File: config.mk
export PLATFORM = sky130hd
export DESIGN_NAME = sram_word_ctrl
export DESIGN_NICKNAME = d
export VERILOG_FILES = /design/src/rtl/sram_word_ctrl.sv
export SDC_FILE = /design/constraint.sdc
export NUM_CORES = 1
export LEC_CHECK = 0
export ABC_AREA = 0
export BUFFER_PORTS_ARGS = -buffer_cell sky130_fd_sc_hd__buf_2
export CORE_MARGIN = 2
export CORE_UTILIZATION = 40
export DETAILED_ROUTE_END_ITERATION = 8
export HOLD_SLACK_MARGIN = 0.06
export PLACE_DENSITY = 0.64
export SYNTH_ARGS = -nofsm -noshare
export SYNTH_HDL_FRONTEND = slang
export SYNTH_SLANG_ARGS = --single-unit
File: constraint.sdc
create_clock -name clk -period 2.7 [get_ports clk]
set_clock_uncertainty 0.2 [all_clocks]
set_input_delay 0.135 -clock clk [delete_from_list [all_inputs] [get_ports clk]]
set_output_delay 0.135 -clock clk [all_outputs]
set_load 0.005 [all_outputs]
File: src/rtl/sram_word_ctrl.sv
// rtl/sram_word_ctrl.sv - MEM-stage data memory over a 16-bit SRAM, two half-word accesses per word
// Optional macro SRAM_RANGE_CHECK_EN: faulting requests go straight to DONE and raise addr_err.
module sram_word_ctrl #(
  parameter int ACCESS_CYCLES = 2,
  parameter int SRAM_AW       = 18
) (
  input  logic               clk,
  input  logic               rst_n,
  input  logic               MEMread,
  input  logic               MEMwrite,
  input  logic [31:0]        address,
  input  logic [31:0]        data,
  output logic [31:0]        MEM_result,
  output logic               ready,
  output logic               addr_err,
  output logic [SRAM_AW-1:0] SRAM_ADDR,
  output logic [15:0]        SRAM_DQ_OUT,
  output logic               SRAM_DQ_OE,
  input  logic [15:0]        SRAM_DQ_IN,
  output logic               SRAM_WE_N
);

  localparam int IW = SRAM_AW - 1;
  localparam int CW = $clog2(ACCESS_CYCLES) + 1;
  localparam logic [CW-1:0] LAST = CW'(ACCESS_CYCLES - 1);

  typedef enum logic [2:0] {IDLE, RD_LO, RD_HI, WR_LO, WR_HI, DONE} state_t;

  state_t        state_q, state_d;
  logic [CW-1:0] cnt_q;
  logic [IW-1:0] idx_q;
  logic [31:0]   data_q;
  logic [15:0]   lo_q;
  logic          req, last, fault, in_half;
  logic [31:0]   offset;

  assign req     = MEMread | MEMwrite;
  assign last    = (cnt_q == LAST);
  assign offset  = address - 32'd1024;
  assign in_half = (state_q != IDLE) && (state_q != DONE);

`ifdef SRAM_RANGE_CHECK_EN
  logic err_q;

  // Index overflow shows up as any nonzero bit above the SRAM word-index field.
  assign fault    = (address < 32'd1024) | (address[1:0] != 2'b00) | (offset[31:IW+2] != '0);
  assign addr_err = err_q;

  always_ff @(posedge clk or negedge rst_n) begin
    if (!rst_n) begin
      err_q <= 1'b0;
    end else begin
      err_q <= (state_q == IDLE) & req & fault;
    end
  end
`else
  logic unused_offset_bits;

  assign fault              = 1'b0;
  assign addr_err           = 1'b0;
  assign unused_offset_bits = ^{offset[1:0], offset[31:IW+2]};
`endif

  always_comb begin
    state_d = state_q;
    case (state_q)
      IDLE: begin
        if (req) begin
          if (fault)        state_d = DONE;
          else if (MEMread) state_d = RD_LO;
          else              state_d = WR_LO;
        end
      end
      RD_LO:   if (last) state_d = RD_HI;
      RD_HI:   if (last) state_d = DONE;
      WR_LO:   if (last) state_d = WR_HI;
      WR_HI:   if (last) state_d = DONE;
      DONE:    state_d = IDLE;
      default: state_d = IDLE;
    endcase
  end

  always_ff @(posedge clk or negedge rst_n) begin
    if (!rst_n) begin
      state_q    <= IDLE;
      cnt_q      <= '0;
      idx_q      <= '0;
      data_q     <= '0;
      lo_q       <= '0;
      MEM_result <= '0;
    end else begin
      state_q <= state_d;
      if (state_d != state_q) cnt_q <= '0;
      else if (in_half)       cnt_q <= cnt_q + 1'b1;

      if (state_q == IDLE && req) begin
        idx_q  <= offset[IW+1:2];
        data_q <= data;
        if (fault && MEMread) MEM_result <= '0;
      end

      if (state_q == RD_LO && last) lo_q       <= SRAM_DQ_IN;
      if (state_q == RD_HI && last) MEM_result <= {SRAM_DQ_IN, lo_q};
    end
  end

  // SRAM bus is decoded from state alone so it changes exactly at state boundaries.
  always_comb begin
    SRAM_ADDR   = {idx_q, 1'b0};
    SRAM_WE_N   = 1'b1;
    SRAM_DQ_OE  = 1'b0;
    SRAM_DQ_OUT = '0;
    case (state_q)
      RD_HI: SRAM_ADDR = {idx_q, 1'b1};
      WR_LO: begin
        SRAM_WE_N   = 1'b0;
        SRAM_DQ_OE  = 1'b1;
        SRAM_DQ_OUT = data_q[15:0];
      end
      WR_HI: begin
        SRAM_ADDR   = {idx_q, 1'b1};
        SRAM_WE_N   = 1'b0;
        SRAM_DQ_OE  = 1'b1;
        SRAM_DQ_OUT = data_q[31:16];
      end
      default: ;
    endcase
  end

  assign ready = ((state_q == IDLE) & ~req) | (state_q == DONE);

endmodule
* Word-level counts from Yosys, hierarchy flattened
Cells that the tools add are included.
** Storage, ports and cells
- Bits in registers :: 102
- Input bits :: 84
- Output and inout bits :: 70
- Logic and storage cells :: 41
** Cells by class
- Add/subtract/negate cells :: 2
- Eq/ne operators :: 8
- Mux-type cells :: 12
- Bitwise logic cells :: 4
- Reductions and logical operators :: 9
** Operators by type and width (count)
- case mux 16 bit (2 select lines) :: 1
- subtractor 19 x 11 -> 19 bit (second input constant) :: 1
- two-way mux 3 bit :: 4
- case mux 3 bit (4 select lines) :: 1
- equality test 3 x 2 -> 1 bit (second input constant) :: 2
- equality test 3 bit (second input constant) :: 2
- two-way mux 2 bit :: 3
- logical AND 1 bit :: 4
- OR reduction 2 bit :: 2
- equality test 3 x 1 -> 1 bit (second input constant) :: 1
- zero test 3 bit :: 1
- two-way mux 1 bit :: 3
- != test 3 bit :: 1
- != test 3 bit (second input constant) :: 1
- nonzero test 3 bit :: 1
- adder 2 x 1 -> 2 bit (second input constant) :: 1
- equality test 2 x 1 -> 1 bit (second input constant) :: 1
- OR 1 bit :: 2
- nonzero test 2 bit :: 1
- bitwise AND 1 bit :: 1
- NOT 1 bit :: 1

* Logic depth before layout (Yosys ltp)
- Word-level depth :: 5
- Depth in mapped cells :: 6
- Gate-level depth less buffers :: 5

* Worst setup path before layout
OpenSTA, ideal clock, no wires.
- Kind :: reg-to-reg
- Start point :: reg cnt_q[1]
- End point :: reg lo_q[10]
- Library setup time :: 0.125 ns
- Arrival time :: 1.562 ns
- Required time :: 2.375 ns
- Slack :: 0.813 ns
- Stages on the path, launching flop included :: 7
- Buffers on the path :: 2
- Clock period less this slack :: 1.887 ns
- Cell sequence :: dfrtp_1 inv_1 ha_1 nor4bb_1 buf_2 buf_2 mux2_2
** Between the ends
- Word-level cells in the longest chain between the ends :: 2
** Ends and longest elaborated chain
- start: declaration :: RTL line 30 : logic [CW-1:0] cnt_q;
- start signal: assignment :: RTL line 94 : else if (in_half) cnt_q <= cnt_q + 1'b1;
- equality test 2 x 1 -> 1 bit :: RTL line 38 : assign last = (cnt_q == LAST);
- logical AND 1 bit :: RTL line 102 : if (state_q == RD_LO && last) lo_q <= SRAM_DQ_IN;
- end signal: assignment :: RTL line 89 : lo_q <= '0;
- end signal: assignment :: RTL line 102
- end: declaration :: RTL line 33 : logic [15:0] lo_q;
No other way between the ends.
A chain may end at the register's enable or synchronous reset.

* Worst setup path after layout
- Start point :: in address[10]
- End point :: reg idx_q[14]
** Between the ends
- Word-level cells in the longest chain between the ends :: 1
** Ends and longest elaborated chain
- start: declaration :: RTL line 11 : input logic [31:0] address,
- subtractor 19 x 11 -> 19 bit :: RTL line 39 : assign offset = address - 32'd1024;
- end signal: assignment :: RTL line 97 : idx_q <= offset[IW+1:2];
- end: declaration :: RTL line 31 : logic [IW-1:0] idx_q;
No other way between the ends.

==> results.toml <==
[run_status]
run_status = "complete, no violations"

[sta]
finalCritPeriodShare_pct = 96.9
hold_viol = 0
rsz0062_at_grt = "no"
relSlewSlack_pct = 44.8
tns_ns = 0
setup_slack_ns = 0.0837
finalCriticalPeriod_ns = 2.62
finalMaxSlewViolations = 0
fmax_ghz = 0.382
tightest_slew_ns = 0.825
setup_violations = 0

[final_layout]
drive_above_1_share_pct = 42.5
syn_to_final_growth_pct = 44.4
nets = 610
diodes = 0
fin_util_pct = 60.0

[clocking]
clock_tree.root_cell = "clkbuf_8"
cts_setup_buffers = 0
tritoncts = "built"
clk_pin_slew_ns = 0.10
clock_sinks = 102
clockBufferDepth = 2
insertion_delay_ns = 0.35
cts_buffers = 9
htreeDepth = 3

[job]
max-cap-violations = 0

[power]
p_clk_share_pct = 16.8
ir_drop_uv = 597
p_leak_nw = 2.90
internal-power_mw = 4.30
seqPwrFrac_pct = 42.3
combinationalPowerShare_pct = 40.8
totalPowerFinal_mw = 6.27
pwr_density_cell_mw_per_mm2 = 1010
switching_share_pct = 31.5
p_sw_mw = 1.98

[global_route]
antenna_found_initial = 0
grt_overflow = 0
grt_use_total_pct = 17.9
grt_pass1_vias = 3508
grt_max_degree = 54
grt_pass1_wl_mm = 16.5

[detailed_routing]
drtPass1Iterations = 4
routedWlPerCell_um = 14.9
routed_via_density = 4.93
drt_iter0_markers = 142
ant_nets = 0
vias = 3278
wirelength_mm = 9.93
drc_errors = 0

[synthesis]
synth_area_leaders = "dfrtp_1 59%, mux2_2 14%, mux2_1 9.4%"
syn_inst = 300
syn_area_per_cell_um2 = 14.4
synth_seq_cells = 102
yosys.area.top_type = "dfrtp_1"
synth_common_cells = "102 x dfrtp_1, 52 x mux2_2, 36 x mux2_1"
synth_nets = 386
yosys_warnings = 0
syn_area_mm2 = 0.00431
synth_cell_types = 41
synth-seq-area-share_pct = 59.3
synth_top_area_share_pct = 59.3
async_flop_share_pct = 100
synth_ff_type = "dfrtp_1"
yosysMostFrequentCell = "dfrtp_1"
synth-edff-count = 0

[critical_path]
rr_worst_depth = 5
critPathKind = "in -> reg"
crit_top_cell = "dlygate4sd3_1"
reg2reg_to = "idx_q[13]$_DFFE_PN0P_"
crit_fanout = 6
crit_family = "buffers and inverters"
r2r_slack_ns = 0.27
arrival_ns = 2.66
crit_chain = "buf_2 > inv_1 > ha_1 > or4b_2 > o21ai_0 > dlygate4sd3_1 > a31oi_1 > dlygate4sd3_1"
crit_slowest_cell = "or4b_2"
required_ns = 2.74
start_kind = "input pin"
critPathCaptureType = "flop"
r2r-start = "state_q[1]$_DFF_PN0_"
crit_buf_inv = 4
crit_path_max_incr_delay_ns = 0.66

[placed_design]
hpwl_mm = 6.16
place_congestion = 0.806
pre_cts_ws_ns = 0.615
portBuffers = 137

[die]
core_area_mm2 = 0.0104
ioPinCount = 154
rows = 37
fp.dieH_um = 108
die_w_um = 108
initial_core_util_pct = 41.5
die-area_mm2 = 0.0116

[min_path]
hold_class = "in -> async"
==> cells in the final DEF, fill, tap and decap left out, types with 3 or more instances in the layout <==
cell type and count:
buf_2 136, dfrtp_1 102, dlygate4sd3_1 82, mux2_2 52, mux2_1 36, a22o_1 16, o21ai_0 13, clkbuf_8 9
buf_4 9, nor2_1 6, inv_1 5, a21oi_1 5, a31oi_1 4, xnor2_1 3, nand2_1 3, or3_1 3
==> cell type report <==
type	instances	area (um2)
Clock buffer	10	128
Clock inverter	6	92.6
Fill cell	840	4150
Inverter	5	18.8
Multi-Input combinational cell	177	1650
Sequential cell	102	2550
Tap cell	136	170
Timing Repair Buffer	229	1610
==> power groups by stage <==
| stage | registers [mW] | logic (mW) | clock network (mW) |
|---|---|---|---|
| 6_report | 2.65 | 2.56 | 1.06 |
| 5_1_grt | 2.75 | 2.83 | 1.15 |
| 4_1_cts | 2.65 | 2.57 | 1.11 |
| 3_5_place_dp | 2.68 | 2.36 | 0 |
| 3_3_place_gp | 2.63 | 2.30 | 0 |
| 2_1_floorplan | 2.68 | 1.48 | 0 |
==> cells by family after synthesis <==
logic type | after synthesis | share of synthesized area, %
xor gates and xnor gates | 4 | 0.814
buffers and inverters | 21 | 3.05
other | 1 | 0.0871
DFF | 102 | 59.3
adders and majority gates | 2 | 0.581
and+or+nand+nor | 34 | 5.35
AOI/OAI and AO/OA | 48 | 7.84
muxes | 88 | 23.0
==> how the worst max path moves through the flow <==
stage	cells after the start	to	start
after floorplan	6	lo_q[10]$_DFFE_PN0P_	cnt_q[1]$_DFFE_PN0P_
after global placement	4	data_q[31]$_DFFE_PN0P_	state_q[1]$_DFF_PN0_
after detailed placement	4	data_q[14]$_DFFE_PN0P_	state_q[1]$_DFF_PN0_
after CTS	8	idx_q[16]$_DFFE_PN0P_	address[10]
after global routing	8	idx_q[16]$_DFFE_PN0P_	address[10]
final	8	idx_q[14]$_DFFE_PN0P_	address[10]
==> worst register-to-register path: cells and delay by family, from the launching register on <==
family | cells | cell delay [ns]
AO/OA/AOI/OAI | 1 | 0.33
buffers and inverters | 2 | 0.74
flip-flops | 1 | 0.39
AND/OR/NAND/NOR | 2 | 0.66
==> registers in the layout (all words and copies together), names as in the netlist <==
| name | cells |
|---|---|
| MEM_result | 32 |
| data_q | 32 |
| idx_q | 17 |
| lo_q | 16 |
| state_q | 3 |
| cnt_q | 2 |
==> per-layer routing <==
metal  track usage [%]  vias up  share of wire [%]
met2              30.4      109                 50
met5                 0        -                  0
met3              4.30        8                5.8
li1                  -     1541                  -
met1              22.8     1620                 44
met4              5.40        0               0.63
==> what timing repair did <==
action,4_1_cts,5_1_grt
hold endpoints to repair,186,0
setup endpoints to repair,0,1
hold buffers,82,0
gates resized for setup,0,1
==> metrics by stage <==
step                      hold slack (ns)  std cells  instance area [um2]
after detailed placement           -0.165        567                 5170
final                               0.137        665                 6220
after floorplan                    -0.361        300                 4310
after global routing                0.147        665                 6220
after CTS                           0.129        665                 6210
after global placement             -0.168        567                 5170
No activity file was read; power rests on OpenSTA's default activity.
